$ cat config.mk
export PLATFORM = sky130hd
export DESIGN_NAME = multi_sync_edge
export DESIGN_NICKNAME = d
export VERILOG_FILES = /design/src/rtl/sync_pkg.sv /design/src/rtl/sync_filter_ch.sv /design/src/rtl/multi_sync_edge.sv
export SDC_FILE = /design/constraint.sdc
export NUM_CORES = 1
export LEC_CHECK = 0
export CAP_MARGIN = 20
export CORE_AREA = 2 2 39 41
export DETAILED_ROUTE_END_ITERATION = 16
export DIE_AREA = 0 0 41 43
export PLACE_DENSITY_LB_ADDON = 0.25
export SKIP_CTS_REPAIR_TIMING = 1
export SLEW_MARGIN = 10
export SYNTH_ARGS = -nofsm -noshare
export SYNTH_HDL_FRONTEND = slang
export SYNTH_HIERARCHICAL = 1
export SYNTH_SLANG_ARGS = --single-unit
$ cat constraint.sdc
create_clock -name clk_i -period 2.45 [get_ports clk_i]
set_clock_uncertainty 0.2 [all_clocks]
set_input_delay 0.49 -clock clk_i [delete_from_list [all_inputs] [get_ports clk_i]]
set_output_delay 0.49 -clock clk_i [all_outputs]
set_load 0.01 [all_outputs]
$ cat src/rtl/sync_pkg.sv
// Shared constants and helpers for the multi-channel level synchroniser.
// The optional glitch filter is enabled by defining SYNC_FILTER_EN.
package sync_pkg;

  localparam int   SYNC_STAGES_MIN = 2;
  localparam logic SYNC_RESET_BIT  = 1'b0;

  // Bits needed to hold values 0..value-1.
  function automatic int clog2(input int value);
    int result;
    int v;
    result = 0;
    v      = value - 1;
    while (v > 0) begin
      result++;
      v = v >> 1;
    end
    return result;
  endfunction

endpackage

$ cat src/rtl/sync_filter_ch.sv
// One synchroniser channel: flop chain, optional persistence filter, registered edge pulses.
// Filter present only when SYNC_FILTER_EN is defined.
module sync_filter_ch
  import sync_pkg::*;
#(
  parameter int   STAGES     = 2,
  parameter logic RESET_BIT  = SYNC_RESET_BIT,
  parameter int   FILTER_CNT = 4
) (
  input  logic clk_i,
  input  logic rst_i,
  input  logic i_async,
  output logic o_sync,
  output logic o_rise,
  output logic o_fall,
  output logic o_edge_next
);

  if (STAGES < SYNC_STAGES_MIN) begin : g_bad_stages
    $error("sync_filter_ch: STAGES must be at least 2");
  end
  if (FILTER_CNT < 1) begin : g_bad_filter
    $error("sync_filter_ch: FILTER_CNT must be at least 1");
  end

  (* ASYNC_REG = "TRUE" *) logic [STAGES-1:0] r_chain;
  logic r_rise;
  logic r_fall;
  logic w_raw;
  logic w_prev;
  logic w_level;
  logic w_rise_next;
  logic w_fall_next;

  always_ff @(posedge clk_i) begin
    if (rst_i) begin
      r_chain <= {STAGES{RESET_BIT}};
    end else begin
      r_chain <= {r_chain[STAGES-2:0], i_async};
    end
  end

  assign w_raw  = r_chain[STAGES-1];
  assign w_prev = r_chain[STAGES-2];

`ifdef SYNC_FILTER_EN
  localparam int CNT_W = clog2(FILTER_CNT + 1);
  localparam logic [CNT_W-1:0] CNT_LAST = CNT_W'(FILTER_CNT - 1);

  logic             r_level;
  logic [CNT_W-1:0] r_cnt;
  logic             w_level_next;
  logic [CNT_W-1:0] w_cnt_next;

  // The counter only advances while the raw level disagrees with the filtered one.
  always_comb begin
    w_level_next = r_level;
    w_cnt_next   = r_cnt;
    w_rise_next  = 1'b0;
    w_fall_next  = 1'b0;
    if (w_raw == r_level) begin
      w_cnt_next = '0;
    end else if (r_cnt == CNT_LAST) begin
      w_level_next = w_raw;
      w_cnt_next   = '0;
      w_rise_next  = w_raw;
      w_fall_next  = ~w_raw;
    end else begin
      w_cnt_next = r_cnt + 1'b1;
    end
  end

  always_ff @(posedge clk_i) begin
    if (rst_i) begin
      r_level <= RESET_BIT;
      r_cnt   <= '0;
    end else begin
      r_level <= w_level_next;
      r_cnt   <= w_cnt_next;
    end
  end

  assign w_level = r_level;
`else
  // Pulses are computed one stage early so they line up with the raw level update.
  assign w_rise_next = w_prev & ~w_raw;
  assign w_fall_next = ~w_prev & w_raw;
  assign w_level     = w_raw;
`endif

  always_ff @(posedge clk_i) begin
    if (rst_i) begin
      r_rise <= 1'b0;
      r_fall <= 1'b0;
    end else begin
      r_rise <= w_rise_next;
      r_fall <= w_fall_next;
    end
  end

  assign o_sync      = w_level;
  assign o_rise      = r_rise;
  assign o_fall      = r_fall;
  assign o_edge_next = w_rise_next | w_fall_next;

endmodule

$ cat src/rtl/multi_sync_edge.sv
// WIDTH independent level synchronisers with rise/fall pulses and a combined change flag.
// Define SYNC_FILTER_EN to add a FILTER_CNT-cycle persistence filter per channel.
module multi_sync_edge
  import sync_pkg::*;
#(
  parameter int               WIDTH      = 1,
  parameter int               STAGES     = 2,
  parameter logic [WIDTH-1:0] RESET_VAL  = {WIDTH{SYNC_RESET_BIT}},
  parameter int               FILTER_CNT = 4
) (
  input  logic             clk_i,
  input  logic             rst_i,
  input  logic [WIDTH-1:0] async_i,
  output logic [WIDTH-1:0] sync_o,
  output logic [WIDTH-1:0] rise_o,
  output logic [WIDTH-1:0] fall_o,
  output logic             change_o
);

  logic [WIDTH-1:0] w_edge_next;
  logic             r_change;

  for (genvar gi = 0; gi < WIDTH; gi++) begin : g_ch
    sync_filter_ch #(
      .STAGES     (STAGES),
      .RESET_BIT  (RESET_VAL[gi]),
      .FILTER_CNT (FILTER_CNT)
    ) u_ch (
      .clk_i       (clk_i),
      .rst_i       (rst_i),
      .i_async     (async_i[gi]),
      .o_sync      (sync_o[gi]),
      .o_rise      (rise_o[gi]),
      .o_fall      (fall_o[gi]),
      .o_edge_next (w_edge_next[gi])
    );
  end

  // Built from next-state pulses so change_o asserts in the same cycle as rise_o/fall_o.
  always_ff @(posedge clk_i) begin
    if (rst_i) begin
      r_change <= 1'b0;
    end else begin
      r_change <= |w_edge_next;
    end
  end

  assign change_o = r_change;

endmodule
# [Yosys cells after proc, flatten, opt, wreduce, memory -nomap -nowiden]
# Index checks and enable logic that the tools add are counted.
# W data, S select, Z words.
[totals] regBits=5 latch_bits=0 ram_bits=0 rom_bits=0 inputBits=3 elab_cells=9 n_memories=0
[op_classes] n_addsub=0 n_mul=0 n_div=0 magnitude_cmp=0 eq_ne=0 shift=0 muxes=0 bitwise=5 n_reduce_logical=0
[op_table] cell="$and A1 B1 Y1" count=2
[op_table] cell="$not A1 Y1" count=2
[op_table] cell="$or A1 B1 Y1" count=1

# [Logic depth before layout (Yosys ltp)]
# Gate-level depths: netlist of run 1.
[logic_depth] depth_word=3 ltp_mapped=4 depth_no_buf=4

# [Modules after synthesis]
# The synthesis of run 1 kept the hierarchy.
[by_module_without_submodules] module="sync_filter_ch" n_inst=1 cells_per_inst=13 area_each_um2=143.9 seq_area_each_um2=80.1
[by_module_without_submodules] module="multi_sync_edge" n_inst=1 cells_per_inst=2 area_each_um2=33.8 seq_area_each_um2=20.0

# [Worst setup path after synthesis of run 1]
# OpenSTA, ideal clock, no wires.
[synth_timing] kind="register to register" from="reg g_ch[0].u_ch.r_chain[1]" to="reg r_change (netlist: change_o)" setup_ns=0.112 arrival_ns=0.825 path_slack_ns=1.314 path_stages_with_launch=5 path_buffers=0 period_less_slack_ns=1.136 cell_sequence="dfxtp_1 > inv_1 > ha_1 > inv_1 > nor2b_4"
[synth_via] elab_chain_len=3 word_cells_on_any_way=4 cone_classes="4 x bitwise"
[synth_lines] item="from (decl)" line_no="sync_filter_ch.sv:26" source="(* ASYNC_REG = \"TRUE\" *) logic [STAGES-1:0] r_chain;"
[synth_lines] item="from (signal assigned)" line_no="sync_filter_ch.sv:37" source="r_chain <= {STAGES{RESET_BIT}};"
[synth_lines] item="from (signal assigned)" line_no="sync_filter_ch.sv:39" source="r_chain <= {r_chain[STAGES-2:0], i_async};"
[synth_lines] item="$not A1 Y1" line_no="sync_filter_ch.sv:86" source="assign w_rise_next = w_prev & ~w_raw;"
[synth_lines] item="$and A1 B1 Y1" line_no="sync_filter_ch.sv:86"
[synth_lines] item="$or A1 B1 Y1 (*)" line_no="sync_filter_ch.sv:104" source="assign o_edge_next = w_rise_next | w_fall_next;"
[synth_lines] item="via w_edge_next" line_no="multi_sync_edge.sv:20" source="logic [WIDTH-1:0] w_edge_next;"
[synth_lines] item="to (signal assigned)" line_no="multi_sync_edge.sv:44" source="r_change <= |w_edge_next;"
[synth_lines] item="to (decl)" line_no="multi_sync_edge.sv:21" source="logic r_change;"
# Mark *: on every way through the listed nets, which the timed path passes. The rest lies on a longest branch.
# A chain may end at the register's enable or synchronous reset.

# [Worst setup path after layout of run 1]
[layout_timing] from="reg g_ch[0].u_ch.r_chain[1]" to="out sync_o"
[layout_lines] item="to (decl)" line_no="multi_sync_edge.sv:14" source="output logic [WIDTH-1:0] sync_o,"
# No word-level cell between the ends.

==> results of run 1 <==
layer usage:
metal | part of all wire [%] | track usage, %
met4 | 0 | 4.00
met3 | 16 | 7.85
met1 | 47 | 3.56
met2 | 37 | 5.00
met5 | 0 | 0
power by group:
group / total [uW] / internal, uW / switching (uW)
sequential: 86.9 / 85.4 / 1.53
clock: 92.8 / 61.4 / 31.4
combinational: 17.7 / 11.5 / 6.22
total: 197 / 158 / 39.1
through the flow:
stage               total power [uW]  hold WS, ns  setup WS [ns]  instances  cell area (um2)
detailed placement               106        0.286          0.880         37              258
CTS                              204        0.304          0.617         41              284
global placement                 106        0.282          0.898         37              258
floorplan                       95.5        0.268           1.31         15              178
global route                     211        0.336          0.566         41              284
finish                           197        0.294          0.637         41              284
layout make-up:
cell class	instances	area, um2
Fill cell	149	1100
Sequential cell	5	100
Multi-Input combinational cell	7	66.3
Clock buffer	4	26.3
Tap cell	16	20.0
Inverter	3	11.3
Timing Repair Buffer	6	60.1
worst min path at each step:
stage / from / slack [ns] / endpoint
6_report: g_ch[0].u_ch/r_chain[0] / 0.29 / g_ch[0].u_ch/r_chain[1]
5_1_grt: g_ch[0].u_ch/r_chain[0] / 0.34 / g_ch[0].u_ch/r_chain[1]
4_1_cts: g_ch[0].u_ch/r_chain[0] / 0.30 / g_ch[0].u_ch/r_chain[1]
3_5_place_dp: g_ch[0].u_ch/r_chain[0] / 0.29 / g_ch[0].u_ch/r_chain[1]
3_3_place_gp: g_ch[0].u_ch/r_chain[0] / 0.28 / g_ch[0].u_ch/r_chain[1]
2_1_floorplan: g_ch[0].u_ch/r_chain[0] / 0.27 / g_ch[0].u_ch/r_chain[1]
state kept, by name (all words and copies together) (netlist names):
register,cells
change_o,1
g_ch.u_ch/o_rise,1
g_ch.u_ch/o_fall,1
g_ch.u_ch/r_chain,2
synth_stat cells:
cell type | instances | area (um2)
dfxtp_1 | 5 | 100
nor2b_4 | 1 | 13.8
nor2b_2 | 1 | 8.76
inv_1 | 3 | 11.3
nor2b_1 | 3 | 18.8
ha_1 | 2 | 25.0
logic make-up (layout without fill, tap and decap cells):
group	Yosys count	in the layout
adder cells (fa/ha/maj)	2	2
AND/OR/NAND/NOR	5	5
flip-flops	5	5
buffers and inverters	3	13
==> results by group, run 1 <==
Setup path
  – R2R Path End: change_o
  – Worst Setup SP: g_ch[0].u_ch/r_chain[1]
  – Worst setup path category: flip-flop to primary output
  – Type of origin of the critical path: flip-flop
  – R2R depth: 4
  – R2R setup slack: roughly 1.3 ns
  – CP peak stage delay: approximately 0.54 ns
  – Worst setup path end: sync_o
  – Worst Path Max Fanout: 3
  – Critical Path RT: approximately 1.8 ns
  – Crit. End Element: primary output
  – Slowest cell on the critical path: clkdlybuf4s50_1
  – Delay-heaviest family, CP: buffers and inverters
  – CP arrival: roughly 1.1 ns
  – Cells along the critical path: clkdlybuf4s50_1
  – Worst path depth: 1
  – R2r startpoint: g_ch[0].u_ch/r_chain[1]
  – Worst path bufs/invs: 1

Floorplanning
  – DIE HEIGHT: 43 um
  – Rows: 14
  – Horiz. Die Dim: about 41 um
  – Die ar.: 1760 um2
  – Initial core utilization: 12.8%
  – Core area: about 1400 um2
  – IO Count: 7

Cells and area
  – Most frequent cells in the layout: clkdlybuf4s50_1, dfxtp_1, clkbuf_4, inv_1, nor2b_1
  – Inserted Diodes: 0
  – Area Growth Syn to Fin: 59.9%
  – Layout Nets: 31
  – Share of cells above drive strength 1: 20.0%
  – Most common cell after layout, fill and taps aside: clkdlybuf4s50_1
  – Final Util: a little over 20%

Yosys
  – Complex-gate fraction of the synthesized area: 0%
  – YS warnings: 6
  – Adder-cell share of the synthesized area: between 10 and 15%
  – Post-synthesis mux area share: 0%
  – Gate Count Post-Synth: 15
  – Register bit total from synthesis: 5
  – Synth Area per Inst: between 10 and 15 um2
  – Synth Area in XOR/XNOR: 0%
  – Synthesized Nets: 20
  – Distinct cells, synth: 6
  – Register area share after synthesis: 56.3%
  – Simple-gate area share of the yosys netlist: 23.2%
  – Mapped Area: between 150 and 200 um2
  – Largest family of logic cells by synthesized area: simple AND/OR/NAND/NOR gates

GRT
  – Number of global-route vias before repair: roughly 140
  – Largest net degree at the start of global routing: 6
  – Global-route wire length before repair: ~460 um
  – GRT Total Usage: under 10%
  – Total grt overflow: 0
  – Antenna violations before repair: 0

Timing
  – Final setup TNS: 0 ns
  – Fin crit share: between 70% and 80%
  – Hold Vio Cnt, Final: 0
  – Least-Margin Pin Slew: between 0.2 and 0.3 ns
  – Pins Over Slew Limit: 0
  – Setup-failing EPs final: 0
  – Slew margin rel.: 83.0%
  – Minimum clock period: 1.81 ns
  – RSZ-0062 raised after global routing: false
  – Fmax achieved: 551 MHz

Placement
  – Routability congestion estimate: about 0.6
  – I/O Buffers: 6

Clock network
  – Clock transition at path regs: around 0.040 ns
  – Inserted Clock Buffers: 3
  – CTS H-tree depth: 1
  – Clock Sink Count: 5
  – Later-pin clock latency in the skew report: ~0.24 ns
  – CTS max path bufs: 2
  – Clock Tree Root: clkbuf_4
  – CTS tree: built

Routing
  – Iter 0 DRT Violations: 2
  – Vias per std cell: ~3
  – Detailed-route DRC error count: 0
  – DR vias: 124
  – Final WL: roughly 250 um
  – WL/cell: around 6.1 um
  – First-pass DRT Iterations: 2
  – Antenna-violating nets left: 0

Power
  – Lkg Pwr: ~0.00012 uW
  – Pwr Density: between 600 and 700 nW/um2
  – Peak supply drop: 0.298 mV

Min path
  – Worst Hold Class: flip-flop to flip-flop
  – Hold Path Depth: 1

Status
  – Status: complete, no violations

Job
  – Max cap viols: 0
No activity file was read; power rests on OpenSTA's default activity.
==> run 2: changes to the inputs <==
==> constraint.sdc (replaced) <==
create_clock -name clk_i -period 1.83 [get_ports clk_i]
set_clock_uncertainty 0.2 [all_clocks]
set_input_delay 0.366 -clock clk_i [delete_from_list [all_inputs] [get_ports clk_i]]
set_output_delay 0.366 -clock clk_i [all_outputs]
set_load 0.01 [all_outputs]
==> results of run 2 <==
Same layout as run 1 (identical final DEF). Status: complete, no violations.
Among the figures that moved: setup slack after placement 0.880 ns -> 0.384 ns; setup slack after layout 0.637 ns -> 0.141 ns; register-to-register setup slack 1.32 ns -> 0.70 ns; total power 197 uW -> 264 uW; worst IR drop on VDD 0.298 mV -> 0.399 mV
